$ cat config.mk
export PLATFORM = sky130hd
export DESIGN_NAME = spi_master
export DESIGN_NICKNAME = d
export VERILOG_FILES = /design/src/rtl/spi_pkg.sv /design/src/rtl/spi_clk_gen.sv /design/src/rtl/spi_master.sv
export SDC_FILE = /design/constraint.sdc
export NUM_CORES = 1
export LEC_CHECK = 0
export ABC_AREA = 1
export CELL_PAD_IN_SITES_DETAIL_PLACEMENT = 0
export CELL_PAD_IN_SITES_GLOBAL_PLACEMENT = 1
export CORE_ASPECT_RATIO = 0.9
export CORE_MARGIN = 1
export CORE_UTILIZATION = 42
export CTS_CLUSTER_SIZE = 28
export DETAILED_ROUTE_END_ITERATION = 6
export PLACE_DENSITY_LB_ADDON = 0.1
export SLEW_MARGIN = 20
export SYNTH_ARGS = -nofsm -noshare
export SYNTH_HDL_FRONTEND = slang
export SYNTH_SLANG_ARGS = --single-unit
$ cat constraint.sdc
create_clock -name clk_i -period 2.3 [get_ports clk_i]
set_clock_uncertainty 0.05 [all_clocks]
set_input_delay 0.345 -clock clk_i [delete_from_list [all_inputs] [get_ports clk_i]]
set_output_delay 0.345 -clock clk_i [all_outputs]
set_load 0.02 [all_outputs]
$ cat src/rtl/spi_pkg.sv
// Shared SPI definitions: master FSM state encoding and the {CPOL,CPHA} mode constants
// used by both ends of the link.
package spi_pkg;

    typedef enum logic [2:0] {
        StIdle,
        StSetup,
        StTransfer,
        StHold,
        StDone
    } spi_state_e;

    localparam logic [1:0] SpiMode0 = 2'b00;
    localparam logic [1:0] SpiMode1 = 2'b01;
    localparam logic [1:0] SpiMode2 = 2'b10;
    localparam logic [1:0] SpiMode3 = 2'b11;

    function automatic logic mode_cpol(logic [1:0] mode);
        return mode[1];
    endfunction

    function automatic logic mode_cpha(logic [1:0] mode);
        return mode[0];
    endfunction

endpackage

$ cat src/rtl/spi_clk_gen.sv
// Serial clock generator: toggles spi_clk every CLK_DIV enabled cycles and flags whether
// each toggle is a leading (away from idle) or trailing (back to idle) edge.
module spi_clk_gen #(
    parameter int unsigned CLK_DIV = 4
) (
    input  logic clk_i,
    input  logic reset_i,
    input  logic en_i,
    input  logic cpol_i,
    output logic spi_clk_o,
    output logic lead_tick_o,
    output logic trail_tick_o
);

    localparam int unsigned CntW = (CLK_DIV > 1) ? $clog2(CLK_DIV) : 1;
    localparam logic [CntW-1:0] CntMax = CntW'(CLK_DIV - 1);

    logic [CntW-1:0] cnt_q, cnt_d;
    logic            spi_clk_q, spi_clk_d;
    logic            tick;

    assign tick = en_i && (cnt_q == CntMax);

    // Idle forces the counter to zero and the clock to its idle level, so every
    // enable window starts with a full half-period.
    always_comb begin
        cnt_d     = cnt_q;
        spi_clk_d = spi_clk_q;
        if (!en_i) begin
            cnt_d     = '0;
            spi_clk_d = cpol_i;
        end else if (tick) begin
            cnt_d     = '0;
            spi_clk_d = ~spi_clk_q;
        end else begin
            cnt_d = cnt_q + 1'b1;
        end
    end

    always_ff @(posedge clk_i) begin
        if (reset_i) begin
            cnt_q     <= '0;
            spi_clk_q <= cpol_i;
        end else begin
            cnt_q     <= cnt_d;
            spi_clk_q <= spi_clk_d;
        end
    end

    assign spi_clk_o    = spi_clk_q;
    assign lead_tick_o  = tick && (spi_clk_q == cpol_i);
    assign trail_tick_o = tick && (spi_clk_q != cpol_i);

endmodule

$ cat src/rtl/spi_master.sv
// SPI master: accepts a word on start, frames it with cs, shifts it out MSB-first on mosi
// while capturing miso, and returns the received word with a one-cycle done pulse.
module spi_master
    import spi_pkg::*;
#(
    parameter int unsigned DATA_WIDTH = 8,
    parameter int unsigned CLK_DIV    = 4,
    parameter bit          CPOL       = 1'b0,
    parameter bit          CPHA       = 1'b0
) (
    input  logic                  clk_i,
    input  logic                  reset_i,
    input  logic                  start_i,
    input  logic [DATA_WIDTH-1:0] tx_data_i,
    output logic [DATA_WIDTH-1:0] rx_data_o,
    output logic                  busy_o,
    output logic                  done_o,
    output logic                  spi_clk_o,
    output logic                  mosi_o,
    input  logic                  miso_i,
    output logic                  cs_o
);

    localparam int unsigned CntW = (CLK_DIV > 1) ? $clog2(CLK_DIV) : 1;
    localparam logic [CntW-1:0] CntMax = CntW'(CLK_DIV - 1);
    localparam int unsigned BitW = $clog2(DATA_WIDTH + 1);
    localparam logic [1:0] Mode = {CPOL, CPHA};
    localparam bit ModeCpha = mode_cpha(Mode);
    // CPHA=0 samples on leads, so the final trailing edge arrives after DATA_WIDTH samples.
    localparam logic [BitW-1:0] LastBit =
        ModeCpha ? BitW'(DATA_WIDTH - 1) : BitW'(DATA_WIDTH);

    spi_state_e state_q, state_d;

    logic [CntW-1:0]       wait_q, wait_d;
    logic [BitW-1:0]       bit_q, bit_d;
    logic [DATA_WIDTH-1:0] tx_sh_q, tx_sh_d;
    logic [DATA_WIDTH-1:0] rx_sh_q, rx_sh_d;
    logic [DATA_WIDTH-1:0] rx_data_q, rx_data_d;
    logic                  mosi_q, mosi_d;

    logic lead_tick, trail_tick, sample_tick, shift_tick, last_edge, wait_done;

    spi_clk_gen #(
        .CLK_DIV(CLK_DIV)
    ) u_clk_gen (
        .clk_i       (clk_i),
        .reset_i     (reset_i),
        .en_i        (state_q == StTransfer),
        .cpol_i      (mode_cpol(Mode)),
        .spi_clk_o   (spi_clk_o),
        .lead_tick_o (lead_tick),
        .trail_tick_o(trail_tick)
    );

    assign sample_tick = ModeCpha ? trail_tick : lead_tick;
    assign shift_tick  = ModeCpha ? lead_tick : trail_tick;
    assign last_edge   = trail_tick && (bit_q == LastBit);
    assign wait_done   = (wait_q == CntMax);

    always_ff @(posedge clk_i) begin
        if (reset_i) begin
            state_q   <= StIdle;
            wait_q    <= '0;
            bit_q     <= '0;
            tx_sh_q   <= '0;
            rx_sh_q   <= '0;
            rx_data_q <= '0;
            mosi_q    <= 1'b0;
        end else begin
            state_q   <= state_d;
            wait_q    <= wait_d;
            bit_q     <= bit_d;
            tx_sh_q   <= tx_sh_d;
            rx_sh_q   <= rx_sh_d;
            rx_data_q <= rx_data_d;
            mosi_q    <= mosi_d;
        end
    end

    always_comb begin
        state_d = state_q;
        unique case (state_q)
            StIdle:     if (start_i) state_d = StSetup;
            StSetup:    if (wait_done) state_d = StTransfer;
            StTransfer: if (last_edge) state_d = StHold;
            StHold:     if (wait_done) state_d = StDone;
            StDone:     state_d = StIdle;
            default:    state_d = StIdle;
        endcase
    end

    always_comb begin
        wait_d    = wait_q;
        bit_d     = bit_q;
        tx_sh_d   = tx_sh_q;
        rx_sh_d   = rx_sh_q;
        rx_data_d = rx_data_q;
        mosi_d    = mosi_q;
        unique case (state_q)
            StIdle: begin
                if (start_i) begin
                    // CPHA=0 presents the MSB before the first clock edge.
                    tx_sh_d = ModeCpha ? tx_data_i : (tx_data_i << 1);
                    mosi_d  = ModeCpha ? 1'b0 : tx_data_i[DATA_WIDTH-1];
                    rx_sh_d = '0;
                    bit_d   = '0;
                    wait_d  = '0;
                end
            end
            StSetup: begin
                wait_d = wait_done ? '0 : wait_q + 1'b1;
            end
            StTransfer: begin
                if (sample_tick) begin
                    rx_sh_d = {rx_sh_q[DATA_WIDTH-2:0], miso_i};
                    bit_d   = bit_q + 1'b1;
                end
                if (shift_tick && !last_edge) begin
                    mosi_d  = tx_sh_q[DATA_WIDTH-1];
                    tx_sh_d = tx_sh_q << 1;
                end
            end
            StHold: begin
                wait_d = wait_done ? '0 : wait_q + 1'b1;
                if (wait_done) begin
                    rx_data_d = rx_sh_q;
                    mosi_d    = 1'b0;
                end
            end
            default: ;
        endcase
    end

    always_comb begin
        cs_o   = 1'b1;
        busy_o = 1'b0;
        done_o = 1'b0;
        unique case (state_q)
            StSetup, StTransfer, StHold: begin
                cs_o   = 1'b0;
                busy_o = 1'b1;
            end
            StDone:  done_o = 1'b1;
            default: ;
        endcase
    end

    assign mosi_o    = mosi_q;
    assign rx_data_o = rx_data_q;

endmodule

=== Word level (Yosys, flattened, before mapping) ===
Cells that the tools add are included.

* Register bits after elaboration: 37
* Input port bits: 12
* Bits in latches: 0
* Word-level logic and storage cells: 71
* Output and inout bits: 13
* Memories: 0
* Bits in read-only memories: 0
* RAM bits: 0

* Reduce and logical (&&, ||, !) cells: 20
* Bitwise gates (word level): 2
* Multiplexer cells: 24
* $add $sub $neg: 3
* Div/mod/pow operators: 0
* Multiply operators: 0
* Magnitude comparators: 0
* Shift operators: 0
* Equality and inequality tests: 13

{| class="wikitable"
|+ Operators with widths
! kind !! count
|-
| two-way mux 8 bit || 4
|-
| one-hot mux 8 bit (2 select lines) || 2
|-
| two-way mux 3 bit || 4
|-
| inequality test 2 bit, second input constant || 6
|-
| one-hot mux 3 bit (4 select lines) || 1
|-
| two-way mux 4 bit || 2
|-
| one-hot mux 4 bit (2 select lines) || 1
|-
| AND reduction 4 bit || 2
|-
| == test 3 x 2 -> 1 bit, second input constant || 2
|-
| two-way mux 1 bit || 6
|-
| AND reduction 3 bit || 2
|-
| OR reduction 3 bit || 2
|-
| logical AND 1 bit || 5
|-
| adder 2 x 1 -> 2 bit, second input constant || 2
|-
| adder 4 x 1 -> 4 bit, second input constant || 1
|-
| == test 2 bit, second input constant || 2
|-
| == test 4 bit, second input constant || 1
|-
| two-way mux 2 bit || 2
|-
| one-hot mux 2 bit (2 select lines) || 1
|-
| AND reduction 2 bit || 2
|-
| nonzero test 2 bit || 2
|-
| OR reduction 2 bit || 2
|-
| == test 3 x 1 -> 1 bit, second input constant || 1
|-
| == test 3 bit, second input constant || 1
|-
| 5 further kinds || 6
|}

=== Depth between registers and ports, before layout ===
Gate-level depths: netlist (run 1).

* Word-level depth: 8
* Gate-level depth with buffers: 9

=== Hierarchy ===
A second synthesis (run 1) with hierarchy kept.

* Cells, all modules: 239
* Area total of the unflattened synthesis: 1,730.4 um^2

{| class="wikitable"
|+ By module, submodules not included
! module !! area each (um^2) !! cells an instance !! times used
|-
| spi_master || 1,550.2 || 215 || 1
|-
| spi_clk_gen || 180.2 || 24 || 1
|}

=== Least setup slack after synthesis (run 1) ===
No wires, ideal clock.

* Path kind: register -> register
* From: reg u_clk_gen.cnt_q[0]
* To: reg tx_sh_q[4]
* Stages on the path, launching flop included: 8
* Library setup time: 0.115 ns
* Setup slack: 0.893 ns
* Data required time: 2.135 ns
* Data arrival time: 1.242 ns
* Period minus slack after synthesis: 1.407 ns
* Cells stage by stage: dfxtp_1 -> ha_1 -> nand4_2 -> o21ai_4 -> buf_8 -> nand3_1 -> nand2_1 -> nor2_1

* Cells in the longest elaborated chain, start to end: 8

{| class="wikitable"
|+ RTL lines
! what !! RTL line !! text
|-
| start: declaration || spi_clk_gen.sv:18 || <nowiki>logic [CntW-1:0] cnt_q, cnt_d;</nowiki>
|-
| start signal: assignment || spi_clk_gen.sv:45 || <nowiki>cnt_q <= cnt_d;</nowiki>
|-
| == test 2 bit * || spi_clk_gen.sv:22 || <nowiki>assign tick = en_i && (cnt_q == CntMax);</nowiki>
|-
| logical AND 1 bit * || spi_clk_gen.sv:22 ||
|-
| logical AND 1 bit * || spi_clk_gen.sv:52 || <nowiki>assign trail_tick_o = tick && (spi_clk_q != cpol_i);</nowiki>
|-
| logical AND 1 bit || spi_master.sv:58 || <nowiki>assign last_edge = trail_tick && (bit_q == LastBit);</nowiki>
|-
| logical NOT 1 bit || spi_master.sv:119 || <nowiki>if (shift_tick && !last_edge) begin</nowiki>
|-
| logical AND 1 bit * || spi_master.sv:119 ||
|-
| inequality test 2 bit (no line) * || - ||
|-
| AND reduction 3 bit (no line) * || - ||
|-
| end signal: assignment || spi_master.sv:74 || <nowiki>tx_sh_q <= tx_sh_d;</nowiki>
|-
| end: declaration || spi_master.sv:37 || <nowiki>logic [DATA_WIDTH-1:0] tx_sh_q, tx_sh_d;</nowiki>
|}

Mark *: on every way between the ends. The rest lies on a longest branch, timed or not.
A chain may end at the register's enable or synchronous reset.

=== Worst setup path after layout (run 1) ===
* From: reg state_q[0]
* To: out busy_o

* Cells in the longest elaborated chain, start to end: 3
* Elaborated cells on any way between the ends: 5
* Classes of those cells: eq/ne: 3; mux: 1; reduce/logical: 1

{| class="wikitable"
|+ RTL lines
! what !! RTL line !! text
|-
| start: declaration || spi_master.sv:33 || <nowiki>spi_state_e state_q, state_d;</nowiki>
|-
| start signal: assignment || spi_master.sv:63 || <nowiki>state_q <= StIdle;</nowiki>
|-
| start signal: assignment || spi_master.sv:71 || <nowiki>state_q <= state_d;</nowiki>
|-
| == test 3 x 1 -> 1 bit / == test 3 x 2 -> 1 bit (equally long branches) || spi_master.sv:139 || <nowiki>unique case (state_q)</nowiki>
|-
| OR reduction 3 bit * || spi_master.sv:139 ||
|-
| two-way mux 1 bit * || spi_master.sv:139 ||
|-
| end: declaration || spi_master.sv:16 || <nowiki>output logic busy_o,</nowiki>
|}

Marked as above.

==> results of run 1 <==
state kept, by name, summed over array words and instances, names as in the netlist:
name / flops
rx_sh_q: 8
rx_data_o: 8
u_clk_gen.spi_clk_o: 1
wait_q: 2
mosi_o: 1
u_clk_gen.cnt_q: 2
tx_sh_q: 7
bit_q: 4
state_q: 3
worst max-delay path, stage by stage (launching register included):
cell and delay (ns):
dfxtp_1 0.42, inv_1 0.12, nand2_1 0.09, nand2_1 0.07, inv_1 0.05, clkdlybuf4s50_1 0.59
cell families (layout without fill, tap and decap cells):
group	count (synthesis)	after routing	synth area share, %
AND/OR/NAND/NOR	137	137	37.8
flip-flops	36	36	39.4
buffers and inverters	32	59	9.30
AO/OA/AOI/OAI	31	31	10.3
adder cells (fa/ha/maj)	4	4	2.74
XOR/XNOR	1	1	0.479
layer usage:
layer | up-vias | part of all wire [%]
met3 | 7 | 3.8
met5 | - | 0
li1 | 830 | -
met1 | 699 | 55
met4 | 0 | 2.4
met2 | 29 | 39
layout by cell type (no fill, tap or decap), types with 2 or more instances in the layout:
| cell type | n |
|---|---|
| nor2_8 | 2 |
| nand3_1 | 30 |
| clkinv_2 | 2 |
| a21oi_2 | 5 |
| clkdlybuf4s50_1 | 24 |
| o21ai_0 | 4 |
| a21oi_1 | 20 |
| nand2_1 | 74 |
| nand2_4 | 5 |
| dfxtp_1 | 36 |
| nand4_1 | 2 |
| buf_4 | 4 |
| inv_2 | 4 |
| clkbuf_8 | 5 |
| inv_1 | 17 |
| ha_1 | 4 |
| nor2_1 | 14 |
stage by stage:
step / setup slack (ns) / hold WS (ns)
after floorplan: 0.893 / 0.354
after global placement: 0.540 / 0.377
after detailed placement: 0.498 / 0.375
after CTS: 0.254 / 0.386
after global routing: 0.182 / 0.400
final: 0.266 / 0.379
area by class of cell:
cell class	instances	area, sq um
fill	430	1960
tap	48	60.1
inverter	23	88.8
clock inverter	3	18.8
sequential	36	721
timing repair buffer	28	270
multi-input combinational	173	938
clock buffer	5	68.8
power groups by stage:
stage / Combinational, mW / Sequential (mW) / Clock, mW
2_1_floorplan: 0.655 / 0.773 / 0
3_3_place_gp: 0.753 / 0.775 / 0
3_5_place_dp: 0.750 / 0.775 / 0
4_1_cts: 0.753 / 0.761 / 0.463
5_1_grt: 0.840 / 0.773 / 0.484
6_report: 0.748 / 0.760 / 0.450
final timing paths:
check	end	slack, ns	depth (start not counted)
max reg2reg	tx_sh_q[7]$_SDFFE_PP0P_	0.59	8
min reg2reg	u_clk_gen.cnt_q[0]$_SDFF_PP0_	0.38	1
max	busy_o	0.27	5
min	u_clk_gen.cnt_q[0]$_SDFF_PP0_	0.38	1
==> flow_summary.yaml, run 1 <==
placement:
  port_buffers: 24
  placed_cells: 308
  post_dp_cell_area_sq_mm: 0.00208
  finalWeightedCongestion: 0.778
  hpwlAfterDp_mm: 2.71
worst_setup_path:
  criticalPathCategory: "register to primary output"
  worstSetupStartpointType: "register"
  crit_path_start: "state_q[0]$_SDFFE_PP0P_"
  critPathRequiredTime_ns: 1.90
  path_max_fanout: 4
  critPathCaptureType: "primary output"
  arrival_ns: 1.64
  rr_startpoint: "bit_q[0]$_SDFFE_PP0P_"
detailed_routing:
  drt_pass1_iterations: 5
  ant_nets: 0
  vias: 1565
  drc_errors: 0
  via_per_inst: 4.95
  wl_per_cell_um: 12.1
  drt-initial-drc-count: 99
  routed_wl_mm: 3.83
sta:
  hold_viol_final: 0
  finalCriticalPeriod_ns: 2.03
  worst_pin_slew_ns: 0.462
  setup_tns_ns: 0
  finalSetupViolCount: 0
  slew_viol_final: 0
  period_share_pct: 88.4
  max_freq_mhz: 492
  slew-limit-headroom_pct: 69.1
  rsz0062_at_grt: "false"
clocking:
  cts_root_buf: "clkbuf_8"
  clockBufferDepth: 2
  cts_tree: "yes"
  ctsHoldBuffers: 0
  clk_pin_slew_ns: 0.07
  h-tree-depth: 2
  cts.sinks: 36
  post_cts_buffers: 0
  cts_made_buffers: 5
  clk_latency_ns: 0.29
  cts-resized-gates: 0
yosys:
  ys_top_cells_by_count: "74 x nand2_1, 36 x dfxtp_1, 30 x nand3_1"
  netlist_area_sq_mm: 0.00183
  synth_area_leaders: "dfxtp_1 39%, nand2_1 15%, nand3_1 8.2%"
  yosysMostFrequentCell: "nand2_1"
  synth_area_leader_cell: "dfxtp_1"
  synth_cells: 241
  synth_nets: 257
  synth_edf_count: 0
  synth_top_cell_area_share_pct: 39.4
  ys_ff_latch: 36
  synth_area_per_cell_sq_um: 7.59
  synth_top_flop_cell: "dfxtp_1"
  seq_area_frac_synth_pct: 39.4
  synth_cell_types: 34
  async_reset_ff_share_pct: 0
  yosysWarnings: 0
final_layout:
  diodes: 0
  finalNonFillerCells: 316
  drive_gt1_share_pct: 13.4
  area_delta_synth_final_pct: 18.4
  final_area_sq_mm: 0.00217
  fin_nets: 283
  final_util_pct: 52.5
power:
  p_int_mw: 1.19
  power_switching_mw: 0.773
  max-vdd-ir-drop_uv: 604
  swShare_pct: 39.5
  p_clk_share_pct: 23.0
  power_mw: 1.96
  p_leak_nw: 0.956
  p_comb_share_pct: 38.2
  pwr_density_cell_mw_per_mm2: 904
  p_seq_share_pct: 38.8
die:
  die-area_sq_mm: 0.00462
  pin_count: 25
  dieHeight_um: 64.6
  num_rows: 22
  die_w_um: 71.6
  start_util_pct: 44.3
  core_sq_mm: 0.00413
global_routing:
  use_met2_pct: 25.4
  grt_pass1_wl_mm: 6.71
  grt_usage_pct: 19.1
  overflow: 0
  grt_max_degree: 24
  busiest_layer: "met1"
  met1_usage_pct: 28.6
  use_met3_pct: 3.73
  grt_pass1_vias: 1448
  antenna_found_initial: 0
worst_hold_path:
  min-delay-start: "u_clk_gen.cnt_q[0]$_SDFF_PP0_"
  timing.hold.worst.class: "register to register"
status:
  outcome: "finished, final reports clean"
job:
  max_cap_viol_count: 0
(Power assumes the default switching activity.)
==> run 2, diff against run 1 <==
- CORE_ASPECT_RATIO: 0.9 -> 1.75
- CORE_MARGIN: 1 -> 3
==> flow_summary.yaml, run 2 (synthesized netlist as in run 1, its figures left out) <==
status:
  outcome: "finished, final reports clean"
die:
  pin_count: 25
  num_rows: 31
  start_util_pct: 44.1
  core_sq_mm: 0.00415
  die_w_um: 55.9
  dieHeight_um: 93.3
  die-area_sq_mm: 0.00521
clocking:
  cts_root_buf: "clkbuf_8"
  cts_made_buffers: 5
  cts-resized-gates: 0
  clk_pin_slew_ns: 0.07
  h-tree-depth: 2
  clk_latency_ns: 0.29
  post_cts_buffers: 0
  cts.sinks: 36
  ctsHoldBuffers: 0
  clockBufferDepth: 2
  cts_tree: "yes"
final_layout:
  final_util_pct: 52.7
  regArea_sq_um: 721
  area_delta_synth_final_pct: 19.6
  diodes: 0
  final_area_sq_mm: 0.00219
  final_common_cell: "nand2_1"
  fin_nets: 283
  drive_gt1_share_pct: 13.1
  multi_input_area_sq_um: 938
  n_fill_cell: 453
  layout_common_cells: "74 x nand2_1, 36 x dfxtp_1, 30 x nand3_1"
global_routing:
  grt_usage_pct: 17.2
  grt_pass1_wl_mm: 7.18
  grt_pass1_vias: 1574
  grt_max_degree: 24
  antenna_found_initial: 0
  overflow: 0
power:
  p_comb_share_pct: 36.2
  p_clk_share_pct: 26.9
  power_switching_mw: 0.768
  p_leak_nw: 0.963
  swShare_pct: 37.2
  p_int_mw: 1.30
  max-vdd-ir-drop_uv: 615
  pwr_density_cell_mw_per_mm2: 944
  p_seq_share_pct: 36.9
sta:
  finalSetupViolCount: 0
  finalCriticalPeriod_ns: 2.03
  slew_viol_final: 0
  slew-limit-headroom_pct: 71.0
  hold_viol_final: 0
  setup_tns_ns: 0
  period_share_pct: 88.1
  max_freq_mhz: 494
  worst_pin_slew_ns: 0.434
  rsz0062_at_grt: "false"
placement:
  post_dp_cell_area_sq_mm: 0.00208
  port_buffers: 24
  finalWeightedCongestion: 0.764
  hpwlAfterDp_mm: 2.99
worst_setup_path:
  crit_path_top_delay_cell: "clkdlybuf4s50_1"
  criticalPathCategory: "register to primary output"
  worstSetupStartpointType: "register"
  max_stage_delay_ns: 0.61
  cp_cell_sequence: "inv_2 > nor2_1 > clkdlybuf4s50_1"
  critPathRequiredTime_ns: 1.90
  path_max_fanout: 6
  arrival_ns: 1.63
  critPathCaptureType: "primary output"
detailed_routing:
  via_per_inst: 5.03
  route.met3.wl_um: 112
  routed_wl_mm: 4.06
  wirelength_met1_mm: 1.66
  routed-wl-met2_mm: 2.23
  drt-initial-drc-count: 19
  vias: 1595
  wl_per_cell_um: 12.8
  drc_errors: 0
  ant_nets: 0
  top_layer_used: "met4"
  drt_pass1_iterations: 4
worst_hold_path:
  timing.hold.worst.class: "register to register"
job:
  max_cap_viol_count: 0
-- run 2: cell count changes in the layout (fill, tap and decap cells not counted) --
cell,before,now
clkinv_2,2,1
clkbuf_1,0,1
bufinv_16,0,1
clkinv_4,1,0
-- run 2: power by group through the flow --
stage	clock network (mW)	registers [mW]	logic, mW
CTS	0.570	0.761	0.763
global route	0.595	0.774	0.851
floorplan	0	0.773	0.655
global placement	0	0.774	0.761
finish	0.556	0.761	0.747
detailed placement	0	0.776	0.761
-- run 2: per-stage QoR --
| stage | power, mW | instances | setup slack, ns | hold WS [ns] |
|---|---|---|---|---|
| floorplan | 1.43 | 241 | 0.893 | 0.354 |
| global placement | 1.54 | 309 | 0.583 | 0.381 |
| detailed placement | 1.54 | 309 | 0.577 | 0.374 |
| CTS | 2.09 | 317 | 0.257 | 0.384 |
| global route | 2.22 | 317 | 0.190 | 0.402 |
| finish | 2.06 | 317 | 0.275 | 0.383 |
-- run 2: critical path, delay by kind of cell (launching register included) --
family                 cells  cell delay [ns]
buffers and inverters      2             0.72
AND/OR/NAND/NOR            1             0.12
flip-flops                 1             0.50
-- run 2: layout make-up --
type / instances / area share, %
clock inverter: 2 / 1.60
tap: 49 / 2.80
multi-input combinational: 173 / 42.9
sequential: 36 / 33.0
clock buffer: 6 / 3.32
inverter: 23 / 4.06
timing repair buffer: 28 / 12.4
-- run 2: layer usage --
metal	global-route usage [%]	vias to the layer above
met5	0	-
met4	5.35	0
met3	3.59	4
met2	32.8	19
met1	18.7	749
li1	-	823
-- run 2: final timing paths --
check | start | end | slack [ns] | depth (start not counted)
min | u_clk_gen.cnt_q[0]$_SDFF_PP0_ | u_clk_gen.cnt_q[0]$_SDFF_PP0_ | 0.38 | 1
max reg2reg | bit_q[0]$_SDFFE_PP0P_ | tx_sh_q[2]$_SDFFE_PP0P_ | 0.63 | 8
max | state_q[2]$_SDFFE_PP0P_ | done_o | 0.27 | 3
min reg2reg | u_clk_gen.cnt_q[0]$_SDFF_PP0_ | u_clk_gen.cnt_q[0]$_SDFF_PP0_ | 0.38 | 1
